`src/rtl/cardinal_pkg.sv`:
```
// Shared constants for the Cardinal ring router local port.
package cardinal_pkg;

  localparam int DEF_PAC_WIDTH = 64;
  localparam int VC_BIT        = 0;
  localparam logic EVEN_VC     = 1'b0;
  localparam logic ODD_VC      = 1'b1;

endpackage

```
`src/rtl/cardinal_vc_buf.sv`:
```
// Single-entry virtual-channel buffer: one packet plus a full flag.
module cardinal_vc_buf
  import cardinal_pkg::*;
#(
  parameter int W = DEF_PAC_WIDTH
) (
  input  logic         clk,
  input  logic         reset,
  input  logic         wen,
  input  logic         ren,
  input  logic [0:W-1] d_in,
  output logic         full,
  output logic [0:W-1] d_out
);

  logic         full_q, full_d;
  logic [0:W-1] data_q, data_d;

  // Data is left in place after a read; only the full flag drops.
  always_comb begin
    full_d = full_q;
    data_d = data_q;
    if (ren) begin
      full_d = 1'b0;
    end else if (wen) begin
      full_d = 1'b1;
      data_d = d_in;
    end
  end

  always_ff @(posedge clk) begin
    if (reset) begin
      full_q <= 1'b0;
      data_q <= '0;
    end else begin
      full_q <= full_d;
      data_q <= data_d;
    end
  end

  assign full  = full_q;
  assign d_out = data_q;

endmodule

```
`src/rtl/cardinal_local_port.sv`:
```
// Router-side end of the PE/NIC link: polarity generator, two ingress and two
// egress single-entry VC buffers, and a sticky VC-bit error flag.
module cardinal_local_port
  import cardinal_pkg::*;
#(
  parameter int PAC_WIDTH = DEF_PAC_WIDTH
) (
  input  logic                 clk,
  input  logic                 reset,
  output logic                 polarity,
  input  logic                 nic_si,
  output logic                 nic_ri,
  input  logic [0:PAC_WIDTH-1] nic_di,
  output logic                 nic_so,
  input  logic                 nic_ro,
  output logic [0:PAC_WIDTH-1] nic_do,
  input  logic                 sw_si,
  output logic                 sw_ri,
  input  logic [0:PAC_WIDTH-1] sw_di,
  output logic                 sw_so,
  input  logic                 sw_ro,
  output logic [0:PAC_WIDTH-1] sw_do,
  output logic                 vc_err
);

  // Handshakes: a transfer happens in a cycle where send and ready are both
  // high. VC P buffers may only send, VC !P buffers may only receive.
  logic polarity_q, polarity_d;
  logic vc_err_q, vc_err_d;
  logic pol, npol;
  logic nic_wr, sw_wr;

  logic [1:0]           ing_wen, ing_ren, ing_full;
  logic [1:0]           egr_wen, egr_ren, egr_full;
  logic [0:PAC_WIDTH-1] ing_data [2];
  logic [0:PAC_WIDTH-1] egr_data [2];

  for (genvar v = 0; v < 2; v++) begin : g_vc
    cardinal_vc_buf #(.W(PAC_WIDTH)) u_ing (
      .clk   (clk),
      .reset (reset),
      .wen   (ing_wen[v]),
      .ren   (ing_ren[v]),
      .d_in  (nic_di),
      .full  (ing_full[v]),
      .d_out (ing_data[v])
    );
    cardinal_vc_buf #(.W(PAC_WIDTH)) u_egr (
      .clk   (clk),
      .reset (reset),
      .wen   (egr_wen[v]),
      .ren   (egr_ren[v]),
      .d_in  (sw_di),
      .full  (egr_full[v]),
      .d_out (egr_data[v])
    );
  end

  always_comb begin
    pol  = polarity_q;
    npol = ~polarity_q;
  end

  // Ingress: NIC writes VC !P, switch reads VC P.
  always_comb begin
    nic_ri        = ~ing_full[npol];
    nic_wr        = nic_si & nic_ri;
    sw_so         = ing_full[pol] & sw_ro;
    sw_do         = ing_full[pol] ? ing_data[pol] : '0;
    ing_wen       = '0;
    ing_wen[npol] = nic_wr;
    ing_ren       = '0;
    ing_ren[pol]  = sw_so;
  end

  // Egress: switch writes VC !P, NIC reads VC P.
  always_comb begin
    sw_ri         = ~egr_full[npol];
    sw_wr         = sw_si & sw_ri;
    nic_so        = egr_full[pol] & nic_ro;
    nic_do        = egr_full[pol] ? egr_data[pol] : '0;
    egr_wen       = '0;
    egr_wen[npol] = sw_wr;
    egr_ren       = '0;
    egr_ren[pol]  = nic_so;
  end

  // A mislabelled packet is still stored; the flag only records the fault.
  always_comb begin
    polarity_d = ~polarity_q;
    vc_err_d   = vc_err_q
               | (nic_wr & (nic_di[VC_BIT] != npol))
               | (sw_wr  & (sw_di[VC_BIT]  != npol));
  end

  always_ff @(posedge clk) begin
    if (reset) begin
      polarity_q <= EVEN_VC;
      vc_err_q   <= 1'b0;
    end else begin
      polarity_q <= polarity_d;
      vc_err_q   <= vc_err_d;
    end
  end

  assign polarity = polarity_q;
  assign vc_err   = vc_err_q;

endmodule

```
`config.mk`:
```
export PLATFORM = sky130hd
export DESIGN_NAME = cardinal_local_port
export DESIGN_NICKNAME = d
export VERILOG_FILES = /design/src/rtl/cardinal_pkg.sv /design/src/rtl/cardinal_vc_buf.sv /design/src/rtl/cardinal_local_port.sv
export SDC_FILE = /design/constraint.sdc
export NUM_CORES = 1
export LEC_CHECK = 0
export BUFFER_PORTS_ARGS = -buffer_cell sky130_fd_sc_hd__buf_4
export CORE_MARGIN = 2
export CORE_UTILIZATION = 40
export CTS_CLUSTER_DIAMETER = 80
export DETAILED_ROUTE_END_ITERATION = 8
export HOLD_SLACK_MARGIN = 0.05
export SLEW_MARGIN = 20
export SYNTH_ARGS = -nofsm -noshare
export SYNTH_HDL_FRONTEND = slang
export SYNTH_SLANG_ARGS = --single-unit
```
`constraint.sdc`:
```
create_clock -name clk -period 1.3 [get_ports clk]
set_input_delay 0.13 -clock clk [delete_from_list [all_inputs] [get_ports clk]]
set_output_delay 0.13 -clock clk [all_outputs]
set_load 0.005 [all_outputs]
```
After elaboration in Yosys (flattened, before gate mapping). Index checks and enable logic that the tools add are counted.

Input port bits: 134. Output and inout port bits: 134. Register bits: 262.

Magnitude comparators: 5. Muxes and demuxes: 20. Reductions and logical operators: 10. Bitwise operators: 20. Equality and inequality tests: 2.

Operators with widths (count): two-way mux 64 bit (8); two-way mux 1 bit (10); AND 2 bit (4); AND reduction 2 bit (4); OR reduction 2 bit (4); NOT 1 bit (7); AND 1 bit (6); less-than comparator 1 x 2 -> 1 bit, second input constant (2); demux 1 bit (select 1 bit) (2); greater-or-equal comparator 1 bit, second input constant (2); greater-or-equal comparator 2 bit, second input constant (1); logical AND 1 bit (2); != test 1 bit (2); NOT 1 -> 2 bit (1); bitwise OR 1 bit (2).

Longest topological paths before layout.
Depth in word-level cells: 8. Depth in mapped cells: 7.

Cells and area by module. A second synthesis with hierarchy kept.

Cells, all modules: 1489. Area total of the unflattened synthesis: 14457.6 um^2.

Modules (own cells, without submodules): cardinal_vc_buf (sequential area each 1301.2 um^2, cells each 295, area each 3025.4 um^2, instances 4); cardinal_local_port (sequential area each 40.0 um^2, cells each 309, area each 2356.0 um^2, instances 1).

Worst setup path after synthesis. Ideal clock, no wire load.

Path type: reg2out. From: reg polarity_q (netlist: polarity). To: out nic_do[12] in the netlist's numbering. Path buffers: 4. Cell stages (with the launch flop): 7. Data required time: 1.170 ns. Arrival time: 1.182 ns. Slack: -0.012 ns. Cells stage by stage: dfxtp_1 -> buf_6 -> buf_6 -> mux2i_1 -> buf_2 -> buf_4 -> nor2_1.

Word-level cells in the longest chain between the ends: 5. Elaborated cells between the ends (all ways): 7.

RTL lines: start, declared (line cardinal_local_port.sv:28) `logic polarity_q, polarity_d;`; start signal, assigned (line cardinal_local_port.sv:101) `polarity_q <= polarity_d;`; NOT 1 -> 2 bit (implied by the code) (line cardinal_local_port.sv:81) `nic_do = egr_full[pol] ? egr_data[pol] : '0;`; two-way mux 64 bit (implied by the code) (3 in series) (line cardinal_local_port.sv:81); two-way mux 64 bit (*) (line cardinal_local_port.sv:81); end, declared (line cardinal_local_port.sv:16) `output logic [0:PAC_WIDTH-1] nic_do,`.

Every way passes the cells marked *; elsewhere a longest branch is shown, timed or not. The select of a mux whose other input is x is not followed.

Final worst setup path.
From: reg polarity_q (netlist: polarity). To: out sw_do[40] in the netlist's numbering.

Word-level cells in the longest chain between the ends: 5. Elaborated cells between the ends (all ways): 7.

RTL lines: NOT 1 -> 2 bit (implied by the code) (line cardinal_local_port.sv:69) `sw_do = ing_full[pol] ? ing_data[pol] : '0;`; two-way mux 64 bit (implied by the code) (3 in series) (line cardinal_local_port.sv:69); two-way mux 64 bit (*) (line cardinal_local_port.sv:69); end, declared (line cardinal_local_port.sv:22) `output logic [0:PAC_WIDTH-1] sw_do,`.

Marks and branches as above.

==> results.md <==
- TritonCTS buffer count: 30
- Min Clock Period, post-route: 1980 ps
- Final Hold Fails: 0
- CTS clk-pin slew, worst paths: 60 ps
- Die Area: 29,300 um^2
- Nature of the critical path endpoint: output pin
- Number of different library cells in the post-synthesis netlist: 20
- Cell with the most instances after synthesis: sky130_fd_sc_hd__nand2_1
- Worst clock skew: 5.52 ps
- Pre-CTS WS: -141 ps
- Share of synthesized cell area in full adder, half adder and majority cells: 0
- Power Dens Cells: 1210 nW/um^2
- Net count after synthesis: 1,573
- Setup-failing EPs final: 390
- Switching part of the total: 0.248
- Average instance area after synthesis: 7.76 um^2
- Diodes inserted: 0
- Power spent charging and discharging nets: 5.13 mW
- DRC violation count after routing: 0
- Die width: 171 um
- Total power draw: 20.7 mW
- Avg WL per Cell: 15.6 um
- Area added between synthesis and finish: 52.4%
- TritonCTS clock tree: done
- Static Leakage: 6.75 nW
- Post-synth top area share: 0.470
- Cell-internal power: 15.5 mW
- Violations in the final reports: setup timing
- Max frequency: 505 MHz
- # IOs: 268
- Overall overflow remaining after global route: 0
- Post-synth design cell area: 11,200 um^2
- Core Footprint: 27,600 um^2
- Initial core utilization: 0.404
- Combinational share of power: 0.155
- Compound-cell area share of the yosys netlist: 0.119
- Count of H-tree levels built during CTS: 1
- CTS sink cnt: 262
- Post-DP HPWL: 20,800 um
- Clk Tree Root Cell: sky130_fd_sc_hd__clkbuf_16
- Library cell with the largest summed area after synthesis: sky130_fd_sc_hd__dfxtp_1
- Global-route wire length before repair: 52,600 um
- Main combinational cell family by area after synthesis: simple AND/OR/NAND/NOR gates
- Worst Tran Pin Value: 340 ps
- Number of I/O port buffers: 267
- Warnings from Yosys: 0
- Final period utilization: 1.52
- Clock buffer depth: 3
- Class of the worst hold path: input pin to register
- GP Congestion: 0.799
- Max_slew headroom: 0.773
- Number of global-route vias before repair: 10,400
- Unrepaired setup endpoints after global routing: yes
- Clock insertion delay at the later pin of the skew report: 540 ps
- Initial drt markers: 720
- Total Routed Length: 34,900 um
- Number of placement rows: 61
- Via Count: 11,000
- Worst vdd rail ir drop: 0.000920 V
- Leading post-synthesis cells by instance count: sky130_fd_sc_hd__nand2_1, sky130_fd_sc_hd__dfxtp_1, sky130_fd_sc_hd__a21oi_1, sky130_fd_sc_hd__nor2_1, sky130_fd_sc_hd__mux2i_1
- Sequential element share of the synthesized area: 0.470
- Post-DR vias/cell: 4.88
- Critical path start-end classification: register to output pin
- Flip-flop cell with the highest count after synthesis: sky130_fd_sc_hd__dfxtp_1
- Data arrival time of the critical path: 1850 ps
- Max Cap Violations: 0
- Post-Synth Simple-Gate Area: 0.227
- All-layer global routing usage: 0.221
- Proportion of layout cells with a drive suffix above 1: 0.251
- EDFF count, synth: 0
- Max-slew violation count: 0
- Data required time at the worst endpoint: 1170 ps
- 1st-pass router iterations: 6
- Post-route antenna net violation count: 0
- Die extent in y: 171 um
- Largest net degree at the start of global routing: 53
- Async S/R FF share, synth: 0
- Clock network power share: 0.426
- Number of antenna violations at the first check in global routing: 1
- Proportion of synthesized area in mux cells: 0.118
- Final setup slack of the worst path: -678 ps
- Result of the run: finished with violations
- Share of power burned in registers: 0.419
- Main area contributors after synthesis: sky130_fd_sc_hd__dfxtp_1, sky130_fd_sc_hd__nand2_1, sky130_fd_sc_hd__mux2i_1
- Largest fanout of any net on the critical path: 5
- Post-synthesis xor/xnor area fraction: 0
- FF+latch count, synth: 262
- Synth Instances: 1,439
- Final nets: 1,976
- Crit start category: register
==> cells in the final DEF (no fill, tap or decap), types with 3 or more instances in the layout <==
cell type | netlist | routed
sky130_fd_sc_hd__a21oi_1 | 261 | 252
sky130_fd_sc_hd__nor2_2 | 0 | 15
sky130_fd_sc_hd__o21ai_0 | 3 | 3
sky130_fd_sc_hd__clkbuf_16 | 0 | 38
sky130_fd_sc_hd__mux2i_2 | 0 | 11
sky130_fd_sc_hd__buf_6 | 16 | 23
sky130_fd_sc_hd__a21oi_2 | 0 | 9
sky130_fd_sc_hd__nand2_1 | 516 | 516
sky130_fd_sc_hd__buf_4 | 31 | 282
sky130_fd_sc_hd__mux2i_1 | 132 | 112
sky130_fd_sc_hd__dlygate4sd3_1 | 0 | 133
sky130_fd_sc_hd__clkbuf_1 | 29 | 4
sky130_fd_sc_hd__nor2_1 | 133 | 106
sky130_fd_sc_hd__buf_8 | 0 | 5
sky130_fd_sc_hd__dfxtp_1 | 262 | 261
sky130_fd_sc_hd__mux2i_4 | 0 | 9
sky130_fd_sc_hd__nor2_4 | 0 | 12
sky130_fd_sc_hd__clkinv_2 | 0 | 4
sky130_fd_sc_hd__clkbuf_8 | 0 | 12
sky130_fd_sc_hd__buf_12 | 0 | 35
==> worst paths after layout <==
check | from | end | slack, ps | depth (start not counted)
min | sw_di[24] | g_vc[0].u_egr.d_out[24] | 390 | 4
min reg2reg | g_vc[1].u_ing.d_out[63] | g_vc[1].u_ing.d_out[63] | 450 | 2
max | polarity | sw_do[40] | -680 | 6
max reg2reg | polarity | g_vc[1].u_ing.d_out[0] | -280 | 6
==> worst max-delay path: stages, from the launching register on <==
cell                        delay (ps)
sky130_fd_sc_hd__dfxtp_4           380
sky130_fd_sc_hd__buf_6             110
sky130_fd_sc_hd__mux2i_4           290
sky130_fd_sc_hd__buf_6             180
sky130_fd_sc_hd__clkbuf_16         160
sky130_fd_sc_hd__nor2_1             50
sky130_fd_sc_hd__buf_4             130
==> metrics by stage <==
step	hold WS (ps)	setup TNS, ps	instance area, um^2	cells	utilization
floorplan	266	0	11200	1439	-
global placement	387	-30980	13800	2033	0.501
detailed placement	395	-32420	13800	2033	0.501
CTS	363	-128470	16600	2237	0.600
global route	388	-156620	17000	2243	0.616
finish	387	-125240	17000	2243	0.616
==> flip-flops by register name, indices dropped and copies added (netlist names) <==
name	cells
g_vc.u_egr.d_out	128
g_vc.u_egr.full	2
g_vc.u_ing.d_out	128
g_vc.u_ing.full	2
polarity	1
vc_err	1
==> power groups by stage <==
stage	Combinational [mW]	Clock, mW	Sequential [mW]
final	3.20	8.80	8.67
after global routing	3.47	9.31	8.71
after CTS	3.02	8.99	8.65
after detailed placement	2.49	0	8.83
after global placement	2.48	0	8.82
after floorplan	1.46	0	8.77
==> cell families (layout without fill, tap and decap cells) <==
kind of cell    count (synthesis)  in the layout
compound gates                265            265
buf+inv                       118            544
flops                         262            262
mux                           132            132
simple gates                  662            662
==> layout make-up <==
cell class                 instances  area (um^2)
tap                              378          473
clock inverter                     8         96.3
clock buffer                      47          967
timing repair buffer             487         4700
inverter                           2         7.51
fill                            2461        10600
multi-input combinational       1059         5520
sequential                       262         5250
==> repair_timing <==
action,CTS,global route
endpoints found under the hold margin,262,0
buffers inserted,11,1
pin swaps,4,6
gates cloned,5,7
endpoints found under the setup margin,384,390
resized for setup,41,81
hold buffers,133,0
==> metal layers <==
metal | vias up | share of wire | GRT usage
li1 | 5467 | - | -
met1 | 5107 | 0.42 | 0.269
met2 | 322 | 0.49 | 0.400
met3 | 53 | 0.068 | 0.0472
met4 | 2 | 0.019 | 0.0494
met5 | - | 0.00037 | 0
No activity file was read; power rests on OpenSTA's default activity.
